**src/rtl/text_overlay_sequencer.sv**
```systemverilog
// text_overlay_sequencer
// Per-scanline glyph prefetch for the on-screen text band. On each line_start
// that falls inside the band, the sequencer walks every character slot, reads
// one glyph row per slot from the shared font ROM into a back buffer, then
// commits the whole row to the display buffer that text_on reads per pixel.
// Optional feature macro: SCORE_COUNTER_EN adds an internal 4-digit BCD score
// counter whose digits replace the last four character slots.
module text_overlay_sequencer #(
  parameter int TEXT_X    = 500,
  parameter int TEXT_Y    = 100,
  parameter int NUM_CHARS = 8,
  parameter int ROW_H     = 16
) (
  input  logic        Clk,
  input  logic        Reset,
  input  logic        line_start,
  input  logic [9:0]  next_line,
  input  logic [9:0]  DrawX,
  input  logic        char_we,
  input  logic [3:0]  char_idx,
  input  logic [7:0]  char_code,
  input  logic        score_inc,
  input  logic        score_clr,
  output logic [10:0] rom_addr,
  input  logic [7:0]  rom_data,
  output logic        busy,
  output logic        text_on,
  output logic [15:0] score_bcd
);
  localparam int SLOT_W = (NUM_CHARS > 1) ? $clog2(NUM_CHARS) : 1;
  localparam int ROW_W  = (ROW_H > 1) ? $clog2(ROW_H) : 1;
  localparam logic [SLOT_W-1:0] LAST_SLOT = SLOT_W'(NUM_CHARS - 1);
`ifdef SCORE_COUNTER_EN
  localparam int WRITABLE = NUM_CHARS - 4;  // score digits own the last four slots
`else
  localparam int WRITABLE = NUM_CHARS;
`endif

  typedef enum logic [1:0] {S_IDLE, S_FETCH, S_DRAIN, S_COMMIT} state_t;

  state_t            state_reg, state_next;
  logic [SLOT_W-1:0] slot_reg, slot_next;
  logic [ROW_W-1:0]  row_reg, row_next;
  logic              line_valid_reg;
  logic              clear_valid;
  logic              in_band;
  logic              cap_en;
  logic [SLOT_W-1:0] cap_idx;
  logic [7:0]        char_reg    [NUM_CHARS];
  logic [7:0]        back_reg    [NUM_CHARS];
  logic [7:0]        display_reg [NUM_CHARS];
  logic [7:0]        slot_code   [NUM_CHARS];
  logic [15:0]       score_reg;
  logic [9:0]        rel_x;
  logic [7:0]        pix_byte;

  assign in_band = (next_line >= 10'(TEXT_Y)) && (next_line <= 10'(TEXT_Y + ROW_H - 1));

  // State register, fetch slot counter and latched glyph row
  always_ff @(posedge Clk or posedge Reset) begin
    if (Reset) begin
      state_reg <= S_IDLE;
      slot_reg  <= '0;
      row_reg   <= '0;
    end else begin
      state_reg <= state_next;
      slot_reg  <= slot_next;
      row_reg   <= row_next;
    end
  end

  // Next state and outputs; a line_start in any state restarts the sequence
  always_comb begin
    state_next  = state_reg;
    slot_next   = slot_reg;
    row_next    = row_reg;
    clear_valid = 1'b0;
    busy        = 1'b0;
    rom_addr    = '0;
    cap_en      = 1'b0;
    cap_idx     = LAST_SLOT;
    if (line_start) begin
      row_next  = ROW_W'(next_line - 10'(TEXT_Y));
      slot_next = '0;
      if (in_band) begin
        state_next = S_FETCH;
      end else begin
        state_next  = S_IDLE;
        clear_valid = 1'b1;
      end
    end else begin
      case (state_reg)
        S_FETCH: begin
          if (slot_reg == LAST_SLOT) state_next = S_DRAIN;
          else                       slot_next  = slot_reg + SLOT_W'(1);
        end
        S_DRAIN:  state_next = S_COMMIT;
        S_COMMIT: state_next = S_IDLE;
        default:  state_next = S_IDLE;
      endcase
    end
    case (state_reg)
      S_FETCH: begin
        busy     = 1'b1;
        // 11-bit address arithmetic wraps for codes above 127
        rom_addr = 11'(slot_code[slot_reg]) * 11'(ROW_H) + 11'(row_reg);
        // ROM data lags the address by one cycle, so it belongs to the previous slot
        if (slot_reg != '0) begin
          cap_en  = 1'b1;
          cap_idx = slot_reg - SLOT_W'(1);
        end
      end
      S_DRAIN: begin
        busy    = 1'b1;
        cap_en  = 1'b1;
        cap_idx = LAST_SLOT;
      end
      default: ;
    endcase
  end

  // Back buffer capture, commit to the display buffer and line validity
  always_ff @(posedge Clk or posedge Reset) begin
    if (Reset) begin
      for (int i = 0; i < NUM_CHARS; i++) begin
        back_reg[i]    <= '0;
        display_reg[i] <= '0;
      end
      line_valid_reg <= 1'b0;
    end else begin
      if (cap_en) back_reg[cap_idx] <= rom_data;
      if (state_reg == S_COMMIT) begin
        for (int i = 0; i < NUM_CHARS; i++) display_reg[i] <= back_reg[i];
      end
      if (clear_valid)                 line_valid_reg <= 1'b0;
      else if (state_reg == S_COMMIT)  line_valid_reg <= 1'b1;
    end
  end

  // Character registers; a same-cycle fetch still reads the old code
  always_ff @(posedge Clk or posedge Reset) begin
    if (Reset) begin
      for (int i = 0; i < NUM_CHARS; i++) char_reg[i] <= 8'h20;
    end else if (char_we && (int'(char_idx) < WRITABLE)) begin
      char_reg[char_idx[SLOT_W-1:0]] <= char_code;
    end
  end

  // Per-slot code source: character register or ASCII score digit
  for (genvar gi = 0; gi < NUM_CHARS; gi++) begin : g_code
`ifdef SCORE_COUNTER_EN
    if (gi >= NUM_CHARS - 4) begin : g_digit
      assign slot_code[gi] = 8'h30 + {4'h0, score_reg[4*(NUM_CHARS-1-gi) +: 4]};
    end else begin : g_char
      assign slot_code[gi] = char_reg[gi];
    end
`else
    assign slot_code[gi] = char_reg[gi];
`endif
  end

`ifdef SCORE_COUNTER_EN
  logic [15:0] score_next;
  logic        carry;

  // BCD increment with ripple carry; clear has priority
  always_comb begin
    score_next = score_reg;
    carry      = 1'b1;
    if (score_clr) begin
      score_next = '0;
    end else if (score_inc) begin
      for (int d = 0; d < 4; d++) begin
        if (carry) begin
          if (score_reg[4*d +: 4] == 4'd9) begin
            score_next[4*d +: 4] = 4'd0;
          end else begin
            score_next[4*d +: 4] = score_reg[4*d +: 4] + 4'd1;
            carry = 1'b0;
          end
        end
      end
    end
  end

  // Score register
  always_ff @(posedge Clk or posedge Reset) begin
    if (Reset) score_reg <= '0;
    else       score_reg <= score_next;
  end
`else
  logic unused_score;
  assign unused_score = score_inc ^ score_clr;
  assign score_reg    = '0;
`endif

  assign score_bcd = score_reg;

  // A pixel left of the band wraps rel_x far above the band width (10-bit DrawX)
  assign rel_x    = DrawX - 10'(TEXT_X);
  assign pix_byte = display_reg[rel_x[SLOT_W+2:3]];
  assign text_on  = line_valid_reg && (rel_x < 10'(8 * NUM_CHARS)) &&
                    pix_byte[3'd7 - rel_x[2:0]];

endmodule

```
**config.mk**
```make
export PLATFORM = sky130hd
export DESIGN_NAME = text_overlay_sequencer
export DESIGN_NICKNAME = d
export VERILOG_FILES = /design/src/rtl/text_overlay_sequencer.sv
export SDC_FILE = /design/constraint.sdc
export NUM_CORES = 1
export LEC_CHECK = 0
export ABC_AREA = 1
export BUFFER_PORTS_ARGS = -buffer_cell sky130_fd_sc_hd__buf_2
export CORE_UTILIZATION = 60
export DETAILED_ROUTE_END_ITERATION = 10
export PLACE_DENSITY = 0.8
export SLEW_MARGIN = 40
export SYNTH_ARGS = -nofsm -noshare
export SYNTH_HDL_FRONTEND = slang
export SYNTH_SLANG_ARGS = --single-unit
```
**constraint.sdc**
```tcl
create_clock -name Clk -period 6.9 [get_ports Clk]
set_clock_uncertainty 0.1 [all_clocks]
set_input_delay 1.035 -clock Clk [delete_from_list [all_inputs] [get_ports Clk]]
set_output_delay 1.035 -clock Clk [all_outputs]
set_load 0.005 [all_outputs]
```
**Yosys cells after proc, flatten, opt, wreduce, memory -nomap -nowiden**

Cells that the tools add are included.
W data, S select, Z words.

- $add $sub $neg: 6
- $lt $le $gt $ge: 11
- Eq/ne operators: 6
- Muxes and demuxes: 31
- Bitwise operators: 4
- Reduce and logical (&&, ||, !) cells: 11

Operators by type and width:

| operator | number |
|---|---|
| $bwmux W64 | 2 |
| $bmux W8 S3 | 2 |
| $demux W8 S3 | 2 |
| $mux W8 | 4 |
| $ge A4 B4 Y1 const B | 4 |
| $not A3 Y4 | 4 |
| $mux W3 | 5 |
| $mux W7 | 2 |
| $add A11 B4 Y11 | 1 |
| $mux W11 | 1 |
| $ge A10 B7 Y1 const B | 1 |
| $le A10 B7 Y1 const B | 1 |
| $lt A10 B7 Y1 const B | 1 |
| $sub A10 B9 Y10 const B | 1 |
| $lt A4 B1 Y1 const B | 2 |
| $mux W1 | 8 |
| $logic_and A1 B1 Y1 | 6 |
| $eq A2 B2 Y1 const B | 2 |
| $lt A3 B4 Y1 const B | 1 |
| $lt A4 B4 Y1 const B | 1 |
| $mux W2 | 2 |
| $pmux W2 S2 | 1 |
| $reduce_bool A2 Y1 | 2 |
| $sub A4 B3 Y4 const B | 1 |
| other kinds (12) | 12 |

- Register bits: 202
- Input bits: 46
- Output and inout port bits: 29
- Word-level logic and storage cells: 97

**Longest topological paths before layout**

- Depth after elaboration: 9
- Mapped depth: 15
- Mapped depth without buffers: 14

**Worst setup path after synthesis**

Ideal clock, no wire load.

- Path kind: input to output
- Start point: input port DrawX[2]
- End point: output port text_on
- Arrival: 2.394 ns
- Data required time: 5.765 ns
- Setup slack: 3.371 ns
- Cell stages on the path: 14
- Buffers on the path: 2
- Path through: inv_1 ha_1 buf_2 buf_1 nand2_1 nand2_1 nand3_1 nand2_1 nand2_1 nand3_1 nand3_1 nand3_1 nand2_1 nor2_1

- Word-level cells in the longest chain between the ends: 8
- Elaborated cells on any way between the ends: 11
- Those cells by class: add/sub: 2; order compare: 1; mux: 5; bitwise: 1; reduce/logical: 2

RTL lines:

| what | line | RTL |
|---|---|---|
| start: declaration | 18 | `input logic [9:0] DrawX,` |
| $sub A10 B9 Y10 * | 200 | `assign rel_x = DrawX - 10'(TEXT_X);` |
| $not A3 Y4 (implied by the code) | 201 | `assign pix_byte = display_reg[rel_x[SLOT_W+2:3]];` |
| $bmux W8 S3 | 201 |  |
| $mux W8 (implied by the code) (2 in series) | 201 |  |
| $bmux W1 S3 | 203 | `pix_byte[3'd7 - rel_x[2:0]];` |
| $mux W1 (implied by the code) | 203 |  |
| $logic_and A1 B1 Y1 * | 202 | `assign text_on = line_valid_reg && (rel_x < 10'(8 * NUM_CHARS)) &&` |
| end: declaration | 27 | `output logic text_on,` |

Every way passes the cells marked *; elsewhere a longest branch is shown, timed or not. The select of a mux whose other input is x is not followed.

**Final worst setup path**

Same ends and word-level chain as after synthesis.

==> results.json <==
{
  "rsz0062_at_grt": "false",
  "clk_pin_slew_ps": 70,
  "setup.reg_to_reg.worst_slack_ps": 4050,
  "syn-mean-instance-area_um2": 8.236,
  "vias_after_detailed_routing": 6937,
  "ys_seq_area_share_pct": 55.15,
  "ctsLongestPathBuffers": 2,
  "initialDrtViolationCount": 551,
  "cp_slowest_stage_delay_ps": 580,
  "place.detailed.hpwl_um": 11850,
  "cts.hold.buffers_added": 0,
  "tritoncts.num_buffers": 17,
  "finalHoldViolCount": 0,
  "final_antenna_net_count": 0,
  "pwr_density_cell_nw_per_um2": 338.4,
  "layout.area.seq_um2": 4866,
  "via_per_inst": 5.353,
  "grt_start_max_net_pins": 128,
  "outcome": "finished clean",
  "post-route-util_pct": 69.21,
  "place.gp.congestion": 0.8243,
  "max_slew.worst_pin.slew_ps": 695.3,
  "report.final.setup_viol": 0,
  "number_of_global_route_vias_before_repair": 6598,
  "cap_violations": 0,
  "final-max-slew-violation-count": 0,
  "fp.dieW_um": 123.3,
  "syn_inst": 1071,
  "fillers": 1138,
  "floorplan.die.height_um": 123.3,
  "worstHoldPathCells": 2,
  "worst_hold_path_type": "reg2reg",
  "globalRoute.totalOverflow": 0,
  "die_area_um2": 15190,
  "yosys_register_bits": 194,
  "post_drt_wl_per_cell_um": 14.57,
  "floorplan.rows": 43,
  "hold_end": "display_reg[52]",
  "fmax_ghz": 0.2219,
  "critical_path.startpoint_type": "input pin",
  "multi_input_comb_area_um2": 3328,
  "area.growth.synth_to_final_pct": 10.60,
  "clockRootBuffer": "sky130_fd_sc_hd__clkbuf_16",
  "io_pins": 75,
  "worst_voltage_drop_across_the_vdd_grid_mv": 0.1842,
  "r2r_cell_count": 9,
  "startpoint_of_the_worst_hold_path": "display_reg[52]",
  "synth.yosys.warnings": 0,
  "p_leak_nw": 4.805,
  "cts_sinks": 194,
  "slowest_stage_cell_crit_path": "sky130_fd_sc_hd__inv_1",
  "core_region_area_um2": 14100,
  "critical_path.reg2reg.endpoint": "back_reg[43]",
  "grt_usage_pct": 27.58,
  "clock_period_minus_final_worst_setup_slack_ps": 4507,
  "worstPathMaxFanout": 18,
  "nets": 1160,
  "netlist-cell-type-count": 33,
  "critical_register_to_register_path_startpoint": "slot_reg[0]",
  "detail_route.drc_violations": 0,
  "cts_max_level": 4,
  "first_pass_grt_wire_length_um": 31860,
  "worst-endpoint-required_ps": 5760,
  "timing.setup.tns_ps": 0,
  "drt-total-wl_um": 18880,
  "cp.arrival_ps": 3370,
  "clock_latency_ps": 430,
  "detail_route.first_pass.iterations": 5,
  "grt_antenna_before_repair": 0,
  "fraction_of_layout_instances_using_a_drive_strength_above_1_pct": 10.66,
  "io_buffers": 55,
  "start_util_pct": 62.58,
  "final_min_period_over_clock_period_pct": 65.33,
  "cts_tree": "built",
  "slew_headroom_pct": 53.50,
  "synth.cell_area_um2": 8821,
  "timing.critical_path.to_type": "primary output",
  "n_antenna_cell": 0,
  "worstSetupPathType": "in2out",
  "timing.critical_path.cells": "buf_2, inv_1, ha_1, inv_1, nand2_1, nand2_1, inv_1, nand2_1, nand3_1, nand2_1, o21ai_0, nor2_1, nor2_1, nor2_1, buf_2",
  "cts_repair_resize_count": 0,
  "post_cts.repair.setup_buffers": 0,
  "timing.critical_path.mode_cell": "sky130_fd_sc_hd__nand2_1"
}
## cell usage in the layout, fill, tap and decap left out, types with 17 or more instances in the layout
master	synthesis	routed
sky130_fd_sc_hd__a21oi_1	33	33
sky130_fd_sc_hd__buf_2	6	55
sky130_fd_sc_hd__clkbuf_16	0	17
sky130_fd_sc_hd__dfrtp_1	186	185
sky130_fd_sc_hd__inv_1	90	89
sky130_fd_sc_hd__nand2_1	343	343
sky130_fd_sc_hd__nand3_1	30	30
sky130_fd_sc_hd__nor2_1	54	54
sky130_fd_sc_hd__o21ai_0	178	178
sky130_fd_sc_hd__o21ai_1	26	26
## synthesized netlist by cell type, drive strengths merged
library cell    n  share of area [%]
nand2         345                 15
o21ai         204                 12
dfrtp         186                 53
inv            94                4.0
nor2           55                2.4
clkbuf         38                1.6
a21oi          35                2.2
nand3          32                1.9
buf            27                2.1
ha             11                1.6
nor3           10               0.88
dfstp           8                2.4
o211ai          8               0.68
a31oi           7               0.50
o22ai           4               0.28
clkinv          2              0.085
conb            1              0.043
o311ai          1              0.099
o31ai           1              0.085
or3             1              0.071
xnor2           1              0.099
## area by class of cell
class,instances,share of cell area (%)
flip-flops and latches,194,49.88
clock buffers,21,4.720
well taps,180,2.309
repair buffers,63,3.604
multi-input cells,731,34.12
clock inverters,11,1.539
inverters,96,3.835
## worst max-delay path: cells and delay by family
kind | cells | cell delay, ps
buf+inv | 5 | 910
fa+ha+maj | 1 | 180
simple gates | 8 | 1060
compound gates | 1 | 170
## per-layer routing
metal	track usage, %	vias up	routed length, um
li1	-	3470	-
met1	36.72	3229	8337
met2	45.71	211	9174
met3	4.428	27	940
met4	10.39	0	427
met5	0	-	0
## worst max-delay path by stage
stage	start	endpoint	slack [ps]	cells after the start
6_report	DrawX[2]	text_on	2390	15
5_1_grt	DrawX[2]	text_on	2120	15
2_1_floorplan	Reset	back_reg[0]	490	1
4_1_cts	DrawX[2]	text_on	2410	15
3_5_place_dp	DrawX[2]	text_on	2420	15
3_3_place_gp	DrawX[2]	text_on	2440	15
## metrics by stage
| stage | cell area (um2) | hold WS, ps | cells | setup slack [ps] | total power, mW |
|---|---|---|---|---|---|
| after CTS | 9747 | 370.2 | 1296 | 2411 | 3.316 |
| after global placement | 9114 | 347.6 | 1263 | 2439 | 2.255 |
| after floorplan | 8877 | 336.6 | 1086 | 494.3 | 2.118 |
| final | 9756 | 368.9 | 1296 | 2393 | 3.301 |
| after global routing | 9756 | 383.2 | 1296 | 2115 | 3.521 |
| after detailed placement | 9136 | 353.7 | 1264 | 2419 | 2.301 |
## power by group
part,internal [mW],switching [mW]
registers,1.48,0.145
clock network,0.592,0.424
logic,0.241,0.424
## logic make-up (layout without fill, tap and decap cells)
logic type                 Yosys count  count (layout)  share of synthesized area [%]
and+or+nand+nor                    443             443                          19.99
AOI/OAI and AO/OA                  260             260                          15.38
adders and majority gates           11              11                          1.560
other                                1              16                        0.04251
buffers and inverters              161             191                          7.787
xor gates and xnor gates             1               1                        0.09931
DFF                                194             194                          55.15
No activity file was read; power rests on OpenSTA's default activity.
